### src/rtl/pid_steer_ctrl.sv
// pid_steer_ctrl: heading PID for the tour robot. It turns a signed heading error
// into left/right wheel speeds around a forward command. Runtime P/D gains, a
// saturating integrator, D-history priming, speed clamping and a 2-stage pipe.
//
// Ports:
//   clk       in   system clock, rising edge
//   rst_n     in   asynchronous active-low reset
//   moving    in   1 = active; 0 = clear state, speeds forced to 0
//   err_vld   in   one-cycle strobe qualifying error
//   error     in   signed heading error (ERR_W)
//   frwrd     in   unsigned forward speed command (FRWRD_W)
//   p_coeff   in   unsigned P gain, sampled with error
//   d_coeff   in   unsigned D gain, sampled with error
//   lft_spd   out  signed left wheel speed, registered (SPD_W)
//   rght_spd  out  signed right wheel speed, registered (SPD_W)
//   spd_vld   out  one-cycle pulse when speeds update
//   i_sat     out  integrator sat at its clamp after the last update
//
// FSM states:
//   IDLE  | not moving; state cleared
//   PRIME | moving, no error history yet; next sample gets D = 0
//   RUN   | moving with valid error history; D term active
module pid_steer_ctrl #(
  parameter int ERR_W     = 12,
  parameter int SAT_W     = 10,
  parameter int FRWRD_W   = 10,
  parameter int SPD_W     = 11,
  parameter int I_W       = 15,
  parameter int I_SHIFT   = 6,
  parameter int D_SAT_W   = 7,
  parameter int PID_W     = 14,
  parameter int OUT_SHIFT = 3
) (
  input  logic               clk,
  input  logic               rst_n,
  input  logic               moving,
  input  logic               err_vld,
  input  logic [ERR_W-1:0]   error,
  input  logic [FRWRD_W-1:0] frwrd,
  input  logic [4:0]         p_coeff,
  input  logic [5:0]         d_coeff,
  output logic [SPD_W-1:0]   lft_spd,
  output logic [SPD_W-1:0]   rght_spd,
  output logic               spd_vld,
  output logic               i_sat
);

  localparam int P_W   = SAT_W + 6;
  localparam int D_W   = D_SAT_W + 7;
  localparam int SUM_W = ((P_W > I_W) ? P_W : I_W) + 3;
  localparam int L_W   = SPD_W + 1;

  localparam logic signed [ERR_W-1:0] ERR_HI = ERR_W'((2**(SAT_W-1)) - 1);
  localparam logic signed [ERR_W-1:0] ERR_LO = ERR_W'(-(2**(SAT_W-1)));
  localparam logic signed [SAT_W:0]   DIF_HI = (SAT_W+1)'((2**(D_SAT_W-1)) - 1);
  localparam logic signed [SAT_W:0]   DIF_LO = (SAT_W+1)'(-(2**(D_SAT_W-1)));
  localparam logic signed [I_W:0]     ACC_HI = (I_W+1)'((2**(I_W-1)) - 1);
  localparam logic signed [I_W:0]     ACC_LO = (I_W+1)'(-(2**(I_W-1)));
  localparam logic signed [SUM_W-1:0] PID_HI = SUM_W'((2**(PID_W-1)) - 1);
  localparam logic signed [SUM_W-1:0] PID_LO = SUM_W'(-(2**(PID_W-1)));
  localparam logic signed [L_W-1:0]   SPD_HI = L_W'((2**(SPD_W-1)) - 1);
  localparam logic signed [L_W-1:0]   SPD_LO = L_W'(-(2**(SPD_W-1)));

  typedef enum logic [1:0] {IDLE, PRIME, RUN} state_t;
  state_t state, state_nxt;
  logic   d_en;

  logic signed [ERR_W-1:0]   err_s;
  logic signed [SAT_W-1:0]   err_sat, prev_err;
  logic signed [SAT_W:0]     diff;
  logic signed [D_SAT_W-1:0] diff_sat;
  logic signed [P_W-1:0]     p_prod, p_r;
  logic signed [D_W-1:0]     d_prod, d_r;
  logic signed [I_W:0]       acc_sum;
  logic signed [I_W-1:0]     acc, acc_nxt, i_term;
  logic                      sat_nxt;
  logic                      s1_vld;
  logic signed [SUM_W-1:0]   pid_sum;
  logic signed [PID_W-1:0]   pid_clip, adj;
  logic signed [L_W-1:0]     frwrd_e, adj_e, l_sum, r_sum;
  logic signed [SPD_W-1:0]   l_clip, r_clip;

  // FSM
  always_ff @(posedge clk or negedge rst_n) begin
    if (!rst_n) state <= IDLE;
    else        state <= state_nxt;
  end

  always_comb begin
    state_nxt = state;
    if (!moving) begin
      state_nxt = IDLE;
    end else begin
      case (state)
        IDLE:    state_nxt = PRIME;
        PRIME:   if (err_vld) state_nxt = RUN;
        RUN:     state_nxt = RUN;
        default: state_nxt = IDLE;
      endcase
    end
  end

  always_comb begin
    d_en = (state == RUN);
  end

  // Stage 1 arithmetic
  assign err_s = error;

  always_comb begin
    if (err_s > ERR_HI)      err_sat = SAT_W'(ERR_HI);
    else if (err_s < ERR_LO) err_sat = SAT_W'(ERR_LO);
    else                     err_sat = SAT_W'(err_s);
  end

  assign diff = (SAT_W+1)'(err_sat) - (SAT_W+1)'(prev_err);

  always_comb begin
    if (diff > DIF_HI)      diff_sat = D_SAT_W'(DIF_HI);
    else if (diff < DIF_LO) diff_sat = D_SAT_W'(DIF_LO);
    else                    diff_sat = D_SAT_W'(diff);
  end

  // Gains are zero-extended so the products stay signed.
  assign p_prod = P_W'(err_sat) * P_W'($signed({1'b0, p_coeff}));
  assign d_prod = D_W'(diff_sat) * D_W'($signed({1'b0, d_coeff}));

  assign acc_sum = (I_W+1)'(acc) + (I_W+1)'(err_sat);

  always_comb begin
    sat_nxt = 1'b0;
    acc_nxt = I_W'(acc_sum);
    if (acc_sum > ACC_HI) begin
      acc_nxt = I_W'(ACC_HI);
      sat_nxt = 1'b1;
    end else if (acc_sum < ACC_LO) begin
      acc_nxt = I_W'(ACC_LO);
      sat_nxt = 1'b1;
    end
  end

  always_ff @(posedge clk or negedge rst_n) begin
    if (!rst_n) begin
      p_r      <= '0;
      d_r      <= '0;
      acc      <= '0;
      prev_err <= '0;
      i_sat    <= 1'b0;
      s1_vld   <= 1'b0;
    end else if (!moving) begin
      acc      <= '0;
      prev_err <= '0;
      i_sat    <= 1'b0;
      s1_vld   <= 1'b0;
    end else begin
      s1_vld <= err_vld;
      if (err_vld) begin
        p_r      <= p_prod;
        d_r      <= d_en ? d_prod : '0;
        acc      <= acc_nxt;
        i_sat    <= sat_nxt;
        prev_err <= err_sat;
      end
    end
  end

  // Stage 2 arithmetic; frwrd is taken live when the sample reaches this stage.
  assign i_term  = acc >>> I_SHIFT;
  assign pid_sum = SUM_W'(p_r) + SUM_W'(i_term) + SUM_W'(d_r);

  always_comb begin
    if (pid_sum > PID_HI)      pid_clip = PID_W'(PID_HI);
    else if (pid_sum < PID_LO) pid_clip = PID_W'(PID_LO);
    else                       pid_clip = PID_W'(pid_sum);
  end

  assign adj     = pid_clip >>> OUT_SHIFT;
  assign frwrd_e = L_W'({1'b0, frwrd});
  // After the shift adj fits in PID_W-OUT_SHIFT bits, so narrowing is lossless.
  assign adj_e   = L_W'(adj);
  assign l_sum   = frwrd_e + adj_e;
  assign r_sum   = frwrd_e - adj_e;

  always_comb begin
    if (l_sum > SPD_HI)      l_clip = SPD_W'(SPD_HI);
    else if (l_sum < SPD_LO) l_clip = SPD_W'(SPD_LO);
    else                     l_clip = SPD_W'(l_sum);
    if (r_sum > SPD_HI)      r_clip = SPD_W'(SPD_HI);
    else if (r_sum < SPD_LO) r_clip = SPD_W'(SPD_LO);
    else                     r_clip = SPD_W'(r_sum);
  end

  always_ff @(posedge clk or negedge rst_n) begin
    if (!rst_n) begin
      lft_spd  <= '0;
      rght_spd <= '0;
      spd_vld  <= 1'b0;
    end else if (!moving) begin
      lft_spd  <= '0;
      rght_spd <= '0;
      spd_vld  <= 1'b0;
    end else begin
      spd_vld <= s1_vld;
      if (s1_vld) begin
        lft_spd  <= l_clip;
        rght_spd <= r_clip;
      end
    end
  end

endmodule

### config.mk
export PLATFORM = sky130hd
export DESIGN_NAME = pid_steer_ctrl
export DESIGN_NICKNAME = d
export VERILOG_FILES = /design/src/rtl/pid_steer_ctrl.sv
export SDC_FILE = /design/constraint.sdc
export NUM_CORES = 1
export LEC_CHECK = 0
export BUFFER_PORTS_ARGS = -buffer_cell sky130_fd_sc_hd__buf_2
export CORE_MARGIN = 10
export CORE_UTILIZATION = 59
export DETAILED_ROUTE_END_ITERATION = 16
export GPL_TIMING_DRIVEN = 0
export PLACE_DENSITY = 0.78
export SLEW_MARGIN = 5
export SYNTH_ARGS = -nofsm -noshare
export SYNTH_HDL_FRONTEND = slang
export SYNTH_SLANG_ARGS = --single-unit
### constraint.sdc
create_clock -name clk -period 7.8 [get_ports clk]
set_clock_uncertainty 0.05 [all_clocks]
set_input_delay 1.17 -clock clk [delete_from_list [all_inputs] [get_ports clk]]
set_output_delay 1.17 -clock clk [all_outputs]
set_load 0.01 [all_outputs]
==> summary by stage <==
Run status
The run finished with clean final reports.

Clocking
The clock edge transition at the registers on the reported setup and hold paths is roughly 0.060 ns. The number of levels the H-tree was split into is 3. The insertion delay of the later-clocked pin in the worst-skew pair is 0.36 ns.

The number of CTS-inserted buffers is 9. The count of hold buffers inserted by post-cts repair is 0. The number of clock sinks is between 80 and 90. The maximum buffer depth of the clock tree is 2. The tree is rooted in a clkbuf_16. TritonCTS built the clock tree.

Min path
The worst hold path stage count is 1. The kind of path behind the tightest hold check is reg -> reg. The launch instance of the worst min-delay path is rght_spd[9]. The sink of the worst hold path is rght_spd[9].

GRT
The first global-routing pass estimated slightly above 40000 µm of wire. The via count of the first global-routing pass is 8267. The remaining global-route overflow is 0.

The initial antenna violation count is 0. Entering global routing, the biggest net connects 71 pins. Across every metal layer, demand over resource in global routing totals 0.207.

Logic synthesis
The number of instances in the synthesized netlist is 1121. Yosys mapped a number of flops with a built-in enable equal to 0. The number of distinct library cells after synthesis is 74. The cell area that synthesis handed to floorplanning was around 10000 µm². The net count after synthesis is about 1400. The sequential-to-total area share from yosys stat is 0.200. Dividing the synthesized area by the synthesized cell count gives slightly above 9 µm². Of all flip-flops after synthesis, the portion carrying an async set or reset was 1.00.

In the synthesized netlist the dominant register cell turns out to be dfrtp_1. The number of register bits inferred by synthesis is 82. The Yosys warning count is 0.

Floorplanning
The initialized floorplan defines 48 standard-cell rows. The horizontal extent of the die is 152 µm. The die covers 23100 µm². The number of top-level pins is 61. For this configuration, the core starts out at a cell density of 0.598. The area inside the core boundary is ~17000 µm². The height of the die is ~150 µm.

Timing
The final setup violation count is 0. For the pin with the worst max-slew slack, the measured transition is 0.856 ns. Across all setup checks in the final design, the least slack found is around 0.26 ns. On the final layout, the worst hold slack is between 0.4 and 0.5 ns.

The max-slew violation count was 0. The number of hold violations in the final report is 0. Measured against its own limit, the worst slew margin works out to 0.422. Of the available clock period, the critical path in the final layout requires 0.967. The highest clock rate is approximately 130 MHz. The worst path needs 7.54 ns of the cycle, external delays included.

Worst setup path
The worst path buffer plus inverter count is 3. The type of element capturing the critical path is a flip-flop. The largest driver fanout on the critical path is 8. The largest stage delay on the critical path is 0.57 ns.

The slowest stage of the critical path belongs to the cell o41a_4. The beginning of the worst register-to-register path is prev_err[0]. The nature of the critical path startpoint is a primary input.

The slack of the worst reg-to-reg path is 1.42 ns. The data required time at the worst endpoint is around 8 ns. The most numerous cell type found on the critical path is fa_1. Data arrives at the worst endpoint at 7.73 ns. The reg-to-reg critical path endpoint is d_r[13]. The critical path is of the in -> reg type.

For the worst flop-to-flop path, the logic depth is 24. The kind of cell adding the most delay to the critical path is adder cells.

Drt
Once detail routing completed, the nets flagged for antenna violations numbered 0. The vias per cell is just under 6. Across all layers, the routed design uses 8270 vias. In the final routed layout, each cell accounts on average for between 15 and 20 µm. The number of remaining DRC errors is 0. The first routing iteration left 420 violations. Before antenna repair, the detailed router went through 5 iterations. The final layout contains routed wiring with a total length of approximately 24000 µm.

Layout
Once layout is complete, the cells apart from fillers number approximately 1400. The share of the core filled with cells in the final layout is 0.664. The share of final-layout standard cells stronger than drive strength 1 is 0.125. From synthesis to final layout, the design area changed by 11.0%. 0 antenna diodes ended up in the layout.

The net count of the finished layout is about 1400.

Placed design
The final HPWL from detailed placement is 19400 µm. Counting tap cells, the placed design contains a total of approximately 1400 instances. The number of buffers inserted by port buffering is 55. The global placement routability congestion is around 0.92. Before CTS, the worst setup slack after placement is -1.18 ns.

Run
The count of max-cap constraint violations is 0.
==> cells by family (layout without fill, tap and decap cells) <==
group,count (synthesis),after routing,share of synthesized area
XOR/XNOR,67,67,0.0571
flip-flops,82,82,0.200
multiplexers,21,21,0.0209
adder cells (fa/ha/maj),205,205,0.310
AO/OA/AOI/OAI,261,261,0.186
AND/OR/NAND/NOR,326,326,0.165
buffers and inverters,159,241,0.0617
==> layout make-up <==
| class | count | area, µm² |
|---|---|---|
| Inverter | 125 | 469 |
| Sequential cell | 82 | 2050 |
| Buffer | 34 | 168 |
| Multi-Input combinational cell | 880 | 7760 |
| Clock inverter | 6 | 65.1 |
| Tap cell | 225 | 282 |
| Clock buffer | 9 | 225 |
| Timing Repair Buffer | 67 | 388 |
| Fill cell | 1423 | 5770 |
==> registers in the layout, summed over array words and instances (netlist names) <==
signal,flops
p_r,16
acc,15
d_r,14
lft_spd,11
rght_spd,11
prev_err,10
state,2
i_sat,1
s1_vld,1
spd_vld,1
==> per-layer routing <==
layer,part of all wire,track usage,wire (µm),up-vias
met5,0,0,0,-
met4,0.026,0.0729,637,0
met3,0.040,0.0327,975,42
met2,0.49,0.353,12000,185
met1,0.44,0.260,10800,4027
li1,-,-,-,4016
==> placed cells by master, fill, tap and decap left out, drive strengths merged, types with 19 or more instances in the layout <==
master  count
and2       43
ha        121
nor2       67
xor2       25
clkbuf     28
o21a       21
nand2      79
buf        82
a221o      27
inv       126
xnor2      42
nor2b      61
nand3      19
o21ai      58
fa         83
a21oi      55
dfrtp      82
==> repair_timing <==
action,CTS,global route
gates resized for setup,19,20
buffers inserted,0,11
pin swaps,0,6
endpoints found under the setup margin,8,6
gates cloned,0,0
endpoints found under the hold margin,0,0
==> synthesized netlist by cell type, types with 4 or more instances <==
| cell | count | area share |
|---|---|---|
| a22o_1 | 11 | 0.0094 |
| xnor2_1 | 42 | 0.036 |
| mux2_2 | 4 | 0.0044 |
| ha_1 | 121 | 0.15 |
| fa_1 | 83 | 0.16 |
| a221o_1 | 27 | 0.026 |
| buf_6 | 4 | 0.0044 |
| a211oi_1 | 5 | 0.0037 |
| inv_1 | 124 | 0.045 |
| or3_1 | 8 | 0.0049 |
| xor2_1 | 25 | 0.021 |
| and3_1 | 5 | 0.0030 |
| a21oi_2 | 7 | 0.0060 |
| clkbuf_1 | 19 | 0.0069 |
| nor3_1 | 12 | 0.0058 |
| a21o_1 | 14 | 0.010 |
| a31oi_1 | 6 | 0.0037 |
| mux2i_1 | 17 | 0.017 |
| nor2b_1 | 60 | 0.037 |
| o31ai_1 | 10 | 0.0073 |
| nor2_1 | 67 | 0.024 |
| and2_1 | 43 | 0.026 |
| o21bai_1 | 10 | 0.0073 |
| a21oi_1 | 48 | 0.023 |
| nand2_1 | 78 | 0.028 |
| nand3_1 | 18 | 0.0088 |
| nand2b_1 | 15 | 0.0091 |
| o31a_1 | 4 | 0.0034 |
| or2_2 | 4 | 0.0024 |
| o21ai_0 | 45 | 0.022 |
| o21ai_1 | 12 | 0.0058 |
| o41ai_1 | 6 | 0.0051 |
| dfrtp_1 | 82 | 0.20 |
| o21a_1 | 20 | 0.015 |
| buf_1 | 5 | 0.0018 |
| buf_2 | 6 | 0.0029 |
==> stage by stage <==
stage	TNS, ns	cell area [µm²]
floorplan	0	10300
finish	0	11400
global route	-0.173	11400
CTS	0	11200
global placement	-6.01	10800
detailed placement	-6.77	10900
==> worst max-delay path by stage <==
stage | from | to | slack [ns] | depth (start not counted)
2_1_floorplan | error[10] | d_r[13] | 0.16 | 28
3_3_place_gp | error[10] | d_r[13] | -1.07 | 28
3_5_place_dp | error[10] | d_r[13] | -1.18 | 28
4_1_cts | error[10] | d_r[13] | 0.02 | 30
5_1_grt | error[10] | d_r[12] | -0.09 | 31
6_report | error[10] | d_r[13] | 0.26 | 27
Power is not shown: default switching activity piles up to over one toggle a cycle in this logic, so the estimate is an artifact.
